`config.mk`:
```
export PLATFORM = sky130hd
export DESIGN_NAME = value_check_monitor
export DESIGN_NICKNAME = d
export VERILOG_FILES = /design/src/rtl/value_check_pkg.sv /design/src/rtl/sat_counter.sv /design/src/rtl/value_check_monitor.sv
export SDC_FILE = /design/constraint.sdc
export NUM_CORES = 1
export LEC_CHECK = 0
export ABC_CLOCK_PERIOD_IN_PS = 3700
export CAP_MARGIN = 20
export CORE_ASPECT_RATIO = 0.7
export CORE_UTILIZATION = 60
export DETAILED_ROUTE_END_ITERATION = 10
export PLACE_DENSITY = 0.89
export RECOVER_POWER = 25
export SLEW_MARGIN = 20
export SYNTH_ARGS = -nofsm -noshare
export SYNTH_HDL_FRONTEND = slang
export SYNTH_SLANG_ARGS = --single-unit
```
`constraint.sdc`:
```
create_clock -name clk -period 3.7 [get_ports clk]
set_clock_uncertainty 0.2 [all_clocks]
set_input_delay 0.555 -clock clk [delete_from_list [all_inputs] [get_ports clk]]
set_output_delay 0.555 -clock clk [all_outputs]
set_load 0.005 [all_outputs]
```
`src/rtl/value_check_pkg.sv`:
```
// Shared types and defaults for the value check monitor.
package value_check_pkg;

  typedef enum logic [2:0] {
    ST_IDLE,
    ST_SETTLE,
    ST_CHECK,
    ST_PASS,
    ST_FAIL
  } state_t;

  localparam int MISMATCH_W  = 8;
  localparam int DEF_SETTLE  = 15;
  localparam int DEF_STABLE  = 2;
  localparam int DEF_TIMEOUT = 64;

endpackage

```
`src/rtl/sat_counter.sv`:
```
// Up-counter that sticks at all-ones; a clear wins over an increment.
module sat_counter #(
  parameter int W = 8
) (
  input  logic         clk,
  input  logic         rst_n,
  input  logic         clr,
  input  logic         inc,
  output logic [W-1:0] cnt
);

  always_ff @(posedge clk or negedge rst_n) begin
    if (!rst_n) begin
      cnt <= '0;
    end else if (clr) begin
      cnt <= '0;
    end else if (inc && (cnt != '1)) begin
      cnt <= cnt + 1'b1;
    end
  end

endmodule

```
`src/rtl/value_check_monitor.sv`:
```
// Clocked pass/fail sequencer: latch expected on start, wait a settle window,
// then require STABLE consecutive matches of obs before TIMEOUT compares elapse.
module value_check_monitor
  import value_check_pkg::*;
#(
  parameter int WIDTH   = 4,
  parameter int SETTLE  = DEF_SETTLE,
  parameter int STABLE  = DEF_STABLE,
  parameter int TIMEOUT = DEF_TIMEOUT
) (
  input  logic                  clk,
  input  logic                  rst_n,
  input  logic                  start,
  input  logic [WIDTH-1:0]      obs,
  input  logic [WIDTH-1:0]      expected,
  output logic                  busy,
  output logic                  done,
  output logic                  pass,
  output logic                  fail,
  output logic [MISMATCH_W-1:0] mismatch_cnt,
  output logic [WIDTH-1:0]      last_obs
);

  localparam logic [7:0]  SETTLE_LAST = (SETTLE == 0) ? 8'd0 : 8'(SETTLE - 1);
  localparam logic [15:0] TIMER_LAST  = 16'(TIMEOUT - 1);
  localparam logic [4:0]  STABLE_V    = 5'(STABLE);

  state_t           state;
  state_t           state_nxt;
  logic [WIDTH-1:0] exp_q;
  logic [3:0]       match_run;
  logic [4:0]       run_nxt;
  logic [7:0]       settle_cnt;
  logic [15:0]      timer;
  logic             match;
  logic             accept;
  logic             settle_inc;
  logic             timer_inc;
  logic             mm_inc;

  // Case equality so that any X/Z bit on the net under test fails the compare.
  assign match   = ((obs ^ exp_q) === '0);
  assign run_nxt = match ? ({1'b0, match_run} + 5'd1) : 5'd0;

  always_comb begin
    state_nxt  = state;
    accept     = 1'b0;
    settle_inc = 1'b0;
    timer_inc  = 1'b0;
    mm_inc     = 1'b0;
    case (state)
      ST_IDLE, ST_PASS, ST_FAIL: begin
        if (start) begin
          accept    = 1'b1;
          state_nxt = (SETTLE == 0) ? ST_CHECK : ST_SETTLE;
        end
      end
      ST_SETTLE: begin
        settle_inc = 1'b1;
        if (settle_cnt == SETTLE_LAST) state_nxt = ST_CHECK;
      end
      ST_CHECK: begin
        timer_inc = 1'b1;
        mm_inc    = !match;
        // A completed run on the last allowed sample still counts as a pass.
        if (run_nxt == STABLE_V)      state_nxt = ST_PASS;
        else if (timer == TIMER_LAST) state_nxt = ST_FAIL;
      end
      default: state_nxt = ST_IDLE;
    endcase
  end

  always_ff @(posedge clk or negedge rst_n) begin
    if (!rst_n) begin
      state     <= ST_IDLE;
      exp_q     <= '0;
      match_run <= '0;
      last_obs  <= '0;
    end else begin
      state <= state_nxt;
      if (accept) begin
        exp_q     <= expected;
        match_run <= '0;
      end else if (state == ST_CHECK) begin
        match_run <= run_nxt[3:0];
        last_obs  <= obs;
      end
    end
  end

  sat_counter #(.W(MISMATCH_W)) u_mismatch (
    .clk   (clk),
    .rst_n (rst_n),
    .clr   (accept),
    .inc   (mm_inc),
    .cnt   (mismatch_cnt)
  );

  sat_counter #(.W(8)) u_settle (
    .clk   (clk),
    .rst_n (rst_n),
    .clr   (accept),
    .inc   (settle_inc),
    .cnt   (settle_cnt)
  );

  sat_counter #(.W(16)) u_timer (
    .clk   (clk),
    .rst_n (rst_n),
    .clr   (accept),
    .inc   (timer_inc),
    .cnt   (timer)
  );

  assign busy = (state == ST_SETTLE) || (state == ST_CHECK);
  assign done = (state == ST_PASS) || (state == ST_FAIL);
  assign pass = (state == ST_PASS);
  assign fail = (state == ST_FAIL);

endmodule

```
# Yosys cells after proc, flatten, opt, wreduce, memory -nomap -nowiden
# Index checks and enable logic that the tools add are counted.
[word_totals] ff_bits=47 latch_bits=0 mem_bits_rw=0 mem_bits_ro=0 inputBits=11 elab_cells=60 memories=0
[op_classes] addsub=4 multipliers=0 div_mod_pow=0 magnitude_cmp=0 n_eq_ne=14 n_shift=0 mux=19 bitwise_logic=2 n_reduce_logical=14
[ops] op="2-to-1 mux 16 bit" n=2
[ops] op="2-to-1 mux 8 bit" n=4
[ops] op="adder 16 x 1 -> 16 bit, second input constant" n=1
[ops] op="adder 8 x 1 -> 8 bit, second input constant" n=2
[ops] op="== test 16 x 6 -> 1 bit, second input constant" n=1
[ops] op="inequality test 16 bit, second input constant" n=1
[ops] op="inequality test 8 bit, second input constant" n=2
[ops] op="2-to-1 mux 3 bit" n=4
[ops] op="one-hot mux 3 bit (3 select lines)" n=1
[ops] op="== test 8 x 4 -> 1 bit, second input constant" n=1
[ops] op="2-to-1 mux 4 bit" n=2
[ops] op="nonzero test 2 bit" n=4
[ops] op="== test 3 x 2 -> 1 bit, second input constant" n=2
[ops] op="adder 4 x 1 -> 5 bit, second input constant" n=1
[ops] op="== test 5 x 2 -> 1 bit, second input constant" n=1
[ops] op="2-to-1 mux 1 bit" n=5
[ops] op="2-to-1 mux 5 bit" n=1
[ops] op="case equality test 4 x 1 -> 1 bit, second input constant" n=1
[ops] op="inequality test 2 bit, second input constant" n=2
[ops] op="XOR 4 bit" n=1
[ops] op="== test 3 x 1 -> 1 bit, second input constant" n=1
[ops] op="== test 3 bit, second input constant" n=1
[ops] op="logical AND 1 bit" n=3
[ops] op="zero test 3 bit" n=1
[ops] op="7 further kinds" n=8

# Depth between registers and ports, before layout
[depth] ltp_word=7 ltp_mapped=6 depth_no_buf=6

# Hierarchy
# From an unflattened synthesis, not the netlist that was laid out.
[hier_totals] cells_unflattened=288 area_unflattened_um2=2801.4
[modules_own_cells] module="sat_counter at u_timer" instances=1 cells_each=98 area_each_um2=942.2
[modules_own_cells] module="value_check_monitor" instances=1 cells_each=92 area_each_um2=930.9
[modules_own_cells] module="sat_counter at u_mismatch ..." instances=2 cells_each=49 area_each_um2=464.2

# Worst setup path after synthesis
# OpenSTA, ideal clock, no wires.
[synth_path] path_kind="input port to flip-flop" startpoint="in obs[3]" endpoint="reg match_run[2]" arrival_time_ns=1.767 path_slack_ns=1.651 stages=6 cell_sequence="xor2_1 nor4_1 clkbuf_1 clkbuf_1 nand3b_1 a31oi_1"
[synth_between] elab_chain_cells=5
[synth_lines] item="from (decl)" line="value_check_monitor.sv:14" source="input logic [WIDTH-1:0] obs,"
[synth_lines] item="XOR 4 bit" line="value_check_monitor.sv:42" source="assign match = ((obs ^ exp_q) === '0);"
[synth_lines] item="case equality test 4 x 1 -> 1 bit" line="value_check_monitor.sv:42"
[synth_lines] item="2-to-1 mux 5 bit" line="value_check_monitor.sv:43" source="assign run_nxt = match ? ({1'b0, match_run} + 5'd1) : 5'd0;"
[synth_lines] item="2-to-1 mux 4 bit" line="value_check_monitor.sv:84" source="end else if (state == ST_CHECK) begin"
[synth_lines] item="2-to-1 mux 4 bit" line="value_check_monitor.sv:81" source="if (accept) begin"
[synth_lines] item="to (signal assigned)" line="value_check_monitor.sv:85" source="match_run <= run_nxt[3:0];"
[synth_lines] item="to (decl)" line="value_check_monitor.sv:31" source="logic [3:0] match_run;"
# No other way between the ends. The select of a mux whose other input is x is not followed.
# A chain may end at the register's enable or synchronous reset.

# Worst setup path in the final report
[layout_path] startpoint="reg state[0]" endpoint="out done"
[layout_between] elab_chain_cells=2 word_cells_on_any_way=3 classes_between="eq/ne: 2; reduce/logical: 1"
[layout_lines] item="from (decl)" line="value_check_monitor.sv:28" source="state_t state;"
[layout_lines] item="from (signal assigned)" line="value_check_monitor.sv:80" source="state <= state_nxt;"
[layout_lines] item="== test 3 x 2 -> 1 bit or == test 3 bit (tied branches)" line="value_check_monitor.sv:116" source="assign done = (state == ST_PASS) || (state == ST_FAIL);"
[layout_lines] item="logical OR 1 bit (*)" line="value_check_monitor.sv:116"
[layout_lines] item="to (decl)" line="value_check_monitor.sv:17" source="output logic done,"
# Every way passes the cells marked *; elsewhere a longest branch is shown, timed or not.

==> metrics <==
cell area power density 290 nW/um^2; sequential area share after synthesis 0.464; Cell Area, Synth 2540 sq um; status finished with violations; Tot GR Track Use 0.269; worst r2r src state[1]$_DFFE_PN0P_; final-layout fill cell count 295; GPL Wtd Cong 0.859; Finish-stage setup viols 0; cts repair resizes 0; row cnt 19; startpoint types register; Design Power 850 uW; Crit Path Max Fanout 7; RSZ-0062 raised after global routing no; Critical Path Source state[0]$_DFFE_PN0P_; clk buf depth 2; Tcrit/Tclk final 0.718; number of global-route vias before repair 2056; Worst Tran Pin Value 2.46 ns; largest net degree at the start of global routing 48; Final ANT Viol Nets 0; wire per inst 15.7 um; Antenna Cells 0; CP max stage cell dfrtp_1; clock share of power 0.357; Synth top cells by count 49 x nand2_1, 47 x dfrtp_1, 16 x a21oi_1; Initial Util 0.635; vias after detailed routing 2177; min cycle time layout 2.66 ns; Rel. slew slack -0.643; Vert. Die Dim 56.4 um; Final HPWL DP 3750 um; fmax 376 MHz; Ys Warns 0; #FFs+latches synth 47; Worst-path clk slew 0.09 ns; most frequent cell after synthesis nand2_1; max_cap viols 1; Area Growth Syn to Fin 15.7%; ratio of cells with drive above 1 in the final layout 0.0673; switch share 0.223; HP Class register to register; GRT Residual Overflow 0; Pleak 1.32 nW; routed wire length 5490 um; max incr delay on CP 0.49 ns; nets 312; Yosys top cell area share 0.464; largest cells by area after synthesis dfrtp_1 46%, nand2_1 7.2%, mux2i_1 5.1%, or4_1 3.3%, a21oi_1 3.2%; Syn Nets 285; asr flop ratio synth 1.00; Syn Area/Cell 9.43 sq um; Netlist cell types 50; Die W 79.7 um; initial antenna violation count 0; CP cell instances nor2_1, and2_1, or2_2, clkdlybuf4s50_1; Flop pwr share 0.608; Post-CTS Hold Fix Bufs 0; drt drc 0; Pint 660 uW; clock latency on the worst-skew pair 0.30 ns; CP Capture Type output port; post-CTS setup buffer count 0; Hold Fails Final Rpt 0; die area 4500 sq um; failing checks capacitance limit, slew limit; VDD IR max 0.212 mV; DR iter-0 viols 135; Hold Path Origin last_obs[2]$_DFFE_PN0P_; switching power 190 uW; top_reg_cell synth dfrtp_1; CP Data Required Time 2.94 ns; largest area contributor in the netlist dfrtp_1; Slew Limit Fails 48; boundary pin count 27; WP data arrival 1.90 ns; placed cell area 2850 sq um; Logic pwr share 0.036; Worst Path Class, Setup register to output port; total CTS buffers 5; Port Buf Inserts 26; CORE AREA 3990 sq um; CTS tree done; setup TNS 0 ns; via/cell ratio 6.24; clock sinks 47; Pre-antenna DRT Iters 4; number of flops mapped to enable cells by yosys 0; synthesized instance count 269; first-pass GRT wire length 9240 um; design area 2940 sq um; CTS H-tree depth 2; CTS root buffer clkbuf_8
==> registers in the layout, summed over array words and instances (netlist names) <==
name,flops
u_timer.cnt,16
u_mismatch.cnt,8
u_settle.cnt,8
exp_q,4
last_obs,4
match_run,4
state,3
==> final timing paths <==
check,endpoint,slack (ns),depth (start not counted)
worst max-delay path,done,1.04,4
max in group asynchronous,u_settle.cnt[6]$_DFFE_PN0P_,1.10,1
worst min-delay path,last_obs[2]$_DFFE_PN0P_,0.28,2
worst max register to register,u_timer.cnt[12]$_DFFE_PN0P_,1.36,5
worst min register to register,last_obs[2]$_DFFE_PN0P_,0.28,2
min in group asynchronous,u_mismatch.cnt[4]$_DFFE_PN0P_,0.80,1
==> area by class of cell <==
class	instances	area, sq um	share of cell area
multi-input combinational	205	1300	0.442
sequential	47	1180	0.401
timing repair buffer	30	284	0.0968
clock buffer	6	72.6	0.0247
tap	52	65.1	0.0222
inverter	7	26.3	0.00895
clock inverter	2	12.5	0.00426
==> power groups by stage <==
stage | sequential, mW | clock (mW) | combinational (mW)
CTS | 0.516 | 0.311 | 0.0318
detailed placement | 0.527 | 0 | 0.0315
floorplan | 0.527 | 0 | 0.00494
global placement | 0.527 | 0 | 0.0310
finish | 0.516 | 0.303 | 0.0305
global route | 0.517 | 0.335 | 0.0345
==> per-stage QoR <==
stage                     hold slack [ns]  setup slack (ns)  utilization  instances
after floorplan                    0.0594              1.65            -        269
after global routing                0.311             0.541        0.735        349
after CTS                           0.262              1.05        0.735        349
final                               0.279              1.04        0.735        349
after detailed placement            0.266              1.08        0.714        341
after global placement              0.260              1.21        0.714        341
==> layout by cell type (no fill, tap or decap), types with 3 or more instances in the layout <==
master / instances
or4_1: 11
buf_4: 4
dfrtp_1: 47
a21oi_1: 16
or3_1: 4
o31ai_1: 8
nor4_1: 3
ha_1: 5
nand4_1: 6
clkbuf_8: 5
and3_1: 3
mux2i_1: 13
nand2b_1: 3
nor2_1: 7
xor2_1: 5
nor3_1: 3
nand3_1: 12
nand3b_1: 3
nand2_1: 49
o211ai_1: 3
inv_1: 7
and2_1: 3
clkdlybuf4s50_1: 25
or2_2: 3
o21ai_0: 11
==> logic make-up (layout without fill, tap and decap cells) <==
family,count (synthesis),count (layout),share of synthesized area
AND/OR/NAND/NOR,124,124,0.266
multiplexers,13,13,0.0513
XOR/XNOR,7,7,0.0242
buffers and inverters,17,45,0.0286
adder cells (fa/ha/maj),5,5,0.0247
flip-flops,47,47,0.464
AO/OA/AOI/OAI,56,56,0.142
==> worst max-delay path: cells and delay by family, from the launching register on <==
kind	cells	cell delay, ns
AND/OR/NAND/NOR	3	0.63
buffers and inverters	1	0.48
flip-flops	1	0.49
==> layer usage <==
metal / GRT usage / vias up / wire length (um)
met5: 0 / - / 0
met4: 0.127 / 0 / 70
met3: 0.0602 / 10 / 303
met2: 0.407 / 80 / 2480
met1: 0.369 / 1038 / 2640
li1: - / 1049 / -
No activity file was read; power rests on OpenSTA's default activity.
==> RTL edit 1: new RTL, same flow settings <==
Change the package constant `MISMATCH_W` from 8 to 6.
--- a/src/rtl/value_check_pkg.sv
+++ b/src/rtl/value_check_pkg.sv
@@ -10,5 +10,5 @@
   } state_t;
 
-  localparam int MISMATCH_W  = 8;
+  localparam int MISMATCH_W  = 6;
   localparam int DEF_SETTLE  = 15;
   localparam int DEF_STABLE  = 2;
Interface: changed (resized mismatch_cnt); port bits go from 27 to 25. No check against the original RTL was run, so the function may have changed too.
==> RTL edit 1 against the unedited design <==
The flow still finishes with violations (max-capacitance violations, max-slew violations). Routed wire length grew 3.6%. Count of clock-buffer cells in the layout is the same. Sequential cell count shrank 2. Worst setup slack lost 16 ps. Final area grew 1.1%. Area after synthesis grew 2.7%.
Power is not compared: it rests on default switching activity, and its combinational part moved more than twofold at a synthesized area within 25%.
==> RTL edit 1: results (changes against the unedited design) <==
* Pin count of the biggest net entering global routing at 46 (-4.2%)
* Status: finished, violations left
* Adder-cell share of the synthesized area at 0.0240 (-0.000639)
* Gate Count Post-Synth at 282 (+4.8%)
* Via count at 2239 (+2.8%)
* Invs w/o clock at 4 (-3)
* Worst r2r path cells at 4 (-1)
* Cell variety after synth at 53 (+6.0%)
* Compound-Gate Fraction of Synth Area at 0.101 (-0.0402)
* Met2 WL at 2.53 mm (+2.1%)
* Met3 usage at 0.0480 (-0.0122)
* Drt first-iter violations at 283 (+110%)
* Failing checks: max-capacitance violations, max-slew violations
* Syn Nets at 298 (+4.6%)
* PortBufs at 24 (-7.7%)
* R2r setup slk at 1220 ps (-140 ps)
* Routed wl met3 at 389 microns (+28%)
* Final #Nets at 316 (+1.3%)
* Detailed placement HPWL at 3.91 mm (+4.2%)
* Pins Over Slew Limit at 46 (-4.2%)
* Critical Path AT at 1920 ps (+20 ps)
* Register share of the cell area at 0.379 (-0.0213)
* Drt pass-1 iters at 5 (+1)
* All-Layer GR Usage at 0.282 (+0.0130)
* Wire per inst at 16.1 microns (+2.5%)
* Vias in the first global route at 2074 (+0.88%)
* Met2 usage at 0.438 (+0.0317)
* Number of signal-net buffers in the layout at 27 (-10%)
* Area of the multi-input gates at 1390 sq um (+6.6%)
* Routability Congestion at 0.864 (+0.61%)
* Wl on met1 at 2.69 mm (+1.7%)
* Non-filler cells, final at 353 (+1.1%)
* Max cap viols at 1 (unchanged)
* F_max at 374 MHz (-0.59%)
* Non-clock buffering overhead at 0.0864 (-0.0103)
* Post-synth top cells: nand2_1, dfrtp_1, nand3_1
* Seq/Total Area, Yosys at 0.432 (-0.0312)
* Worst r2r dst: u_timer.cnt[15]$_DFFE_PN0P_
* Clock buf/inv share at 0.0405 (+0.0115)
* Top flop regs: u_timer.cnt x16, u_settle.cnt x8, u_mismatch.cnt x6
* Xor and xnor fraction of the mapped netlist area at 0.0235 (-0.000627)
* Final Util at 0.734 (about the same)
* Critical path origin: state[1]$_DFFE_PN0P_
RTL edit 1: changes by cell type in the layout (fill, tap and decap cells not counted), moves of 3 or more:
cell and delta:
a211oi_1 +3, nand2_1 +10, inv_1 -3, nand3_1 +6, o31ai_1 -6, o211ai_1 -3
mux2i_1 +4, nor2_1 +5, a21oi_1 -5, o21ai_0 -4, or4_1 -8
RTL edit 1: worst min-delay path by stage:
stage | start | to | slack, ps | cells after the start
detailed placement | last_obs[3]$_DFFE_PN0P_ | last_obs[3]$_DFFE_PN0P_ | 260 | 2
global placement | last_obs[1]$_DFFE_PN0P_ | last_obs[1]$_DFFE_PN0P_ | 260 | 2
global route | last_obs[3]$_DFFE_PN0P_ | last_obs[3]$_DFFE_PN0P_ | 320 | 2
finish | last_obs[3]$_DFFE_PN0P_ | last_obs[3]$_DFFE_PN0P_ | 300 | 2
floorplan | rst_n | exp_q[0]$_DFFE_PN0P_ | 60 | 0
CTS | rst_n | u_timer.cnt[15]$_DFFE_PN0P_ | 250 | 1
==> RTL edit 2: new RTL, same settings <==
Made on the original files. Add an input register stage for `start`, `obs` and `expected`, without a reset; this delays them by one clock.
--- a/src/rtl/value_check_monitor.sv
+++ b/src/rtl/value_check_monitor.sv
@@ -26,4 +26,14 @@
   localparam logic [4:0]  STABLE_V    = 5'(STABLE);
 
+  logic start_q;
+  logic [WIDTH-1:0] obs_q;
+  logic [WIDTH-1:0] expected_q;
+
+  always_ff @(posedge clk) begin
+    start_q    <= start;
+    obs_q      <= obs;
+    expected_q <= expected;
+  end
+
   state_t           state;
   state_t           state_nxt;
@@ -40,5 +50,5 @@
 
   // Case equality so that any X/Z bit on the net under test fails the compare.
-  assign match   = ((obs ^ exp_q) === '0);
+  assign match   = ((obs_q ^ exp_q) === '0);
   assign run_nxt = match ? ({1'b0, match_run} + 5'd1) : 5'd0;
 
@@ -51,5 +61,5 @@
     case (state)
       ST_IDLE, ST_PASS, ST_FAIL: begin
-        if (start) begin
+        if (start_q) begin
           accept    = 1'b1;
           state_nxt = (SETTLE == 0) ? ST_CHECK : ST_SETTLE;
@@ -80,9 +90,9 @@
       state <= state_nxt;
       if (accept) begin
-        exp_q     <= expected;
+        exp_q     <= expected_q;
         match_run <= '0;
       end else if (state == ST_CHECK) begin
         match_run <= run_nxt[3:0];
-        last_obs  <= obs;
+        last_obs  <= obs_q;
       end
     end
Formal check against the unedited RTL: not equivalent (a bounded check fails within 4 cycles, from zero or initial values and one cycle with rst_n low).
==> RTL edit 2 against the unedited design <==
The flow finishes with violations (design-rule violations, max-capacitance violations, max-slew violations). Via count is 10% higher. Area after synthesis increased by 12%. Sequential cell count is 9 higher. Hold slack lost 62 ps. Worst setup slack lost 41 ps. Synthesized cell count increased by 10%. Routed wire length increased by 11%. Cell count grew 7.7%. First-iteration DRC count grew 11%. Final area rose by 11%. Critical path depth did not move. Sequential share of layout area is 1.5 points higher.
Power is not compared: it rests on default switching activity, and its combinational part moved more than twofold at a synthesized area within 25%.
==> RTL edit 2: results (changes against the unedited design) <==
* Crit Path Category: flip-flop to flip-flop
* Drt pass-1 iters at 7 (+3)
* Status: finished, violations left
* Detailed placement HPWL at 4.29 mm (+14%)
* Pins Over Slew Limit at 48 (unchanged)
* Failing checks: design-rule violations, max-capacitance violations, max-slew violations
* CP max FO at 16 (+9)
* Drt first-iter violations at 150 (+11%)
* Post-synth top cells: nand2_1, dfrtp_1, nand3_1
* R2r setup slk at 1000 ps (-360 ps)
* Vias per cell at 6.37 (+2.1%)
* Area contributors post-synth: dfrtp_1, nand2_1, dfxtp_1
* Pre-CTS setup slack at 1020 ps (-59.3 ps)
* Final #Nets at 336 (+7.7%)
* F_max at 371 MHz (-1.5%)
* Vias in the first global route at 2230 (+8.5%)
* Layout area overhead at 15.1%
* Placed cell area at 3130 sq um (+9.7%)
* Hold endpoint: exp_q[0]$_DFFE_PN0P_
* Min-delay src: expected_q[0]$_DFF_P_
* Worst r2r path cells at 4 (-1)
* DRC at 2 (+2)
* Worst r2r dst: u_timer.cnt[13]$_DFFE_PN0P_
* Synthesized area per cell at 9.54 sq um (+1.1%)
* Post-Place Cells at 368 (+7.9%)
* Share of layout cells above drive strength 1 at 0.0623 (-0.00503)
* Non-filler cells, final at 376 (+7.7%)
* Worst slew pin tran at 2460 ps (-3.38 ps)
* First-pass GRT wire length at 10.3 mm (+12%)
* Max cap viols at 1 (unchanged)
* Fill count at 328 (+11%)
* Syn Nets at 313 (+9.8%)
* Slowest stage cell, crit path: or4_4
* Critical Path AT at 2730 ps (+830 ps)
* Hold Slack at 217 ps (-62.4 ps)
RTL edit 2: kinds of logic after synthesis:
logic type / synth area share
AOI/OAI and AO/OA: 0.136
DFF: 0.479
adders and majority gates: 0.0221
and+or+nand+nor: 0.258
buffers and inverters: 0.0287
xor gates and xnor gates: 0.0309
muxes: 0.0459
RTL edit 2: layout make-up:
cell class	instances	share of cell area
clock buffer	6	0.0223
clock inverter	2	0.0184
inverter	3	0.00345
multi-input combinational	223	0.429
sequential	56	0.416
tap	55	0.0211
timing repair buffer	31	0.0894
RTL edit 2: how the worst max path moves through the flow:
| stage | to | cells past startpoint |
|---|---|---|
| after floorplan | u_timer.cnt[13]$_DFFE_PN0P_ | 6 |
| after global placement | u_timer.cnt[13]$_DFFE_PN0P_ | 4 |
| after detailed placement | u_timer.cnt[13]$_DFFE_PN0P_ | 4 |
| after CTS | u_timer.cnt[13]$_DFFE_PN0P_ | 4 |
| after global routing | exp_q[2]$_DFFE_PN0P_ | 1 |
| final | u_timer.cnt[13]$_DFFE_PN0P_ | 4 |
RTL edit 2: power breakdown:
part           internal (mW)  switching (mW)
clock network          0.270           0.193
registers              0.692           0.108
logic                  0.187           0.237
RTL edit 2: routing by layer:
| metal | track usage | up-vias | share of wire |
|---|---|---|---|
| met2 | 0.436 | 98 | 0.45 |
| met4 | 0.0739 | 0 | 0.0092 |
| met3 | 0.0487 | 9 | 0.058 |
| li1 | - | 1153 | - |
| met1 | 0.372 | 1134 | 0.49 |
| met5 | 0 | - | 0 |
RTL edit 2: critical path: cells and delay by family (launching register included):
kind	cells	cell delay [ps]
compound gates	1	160
flops	1	510
simple gates	3	1750
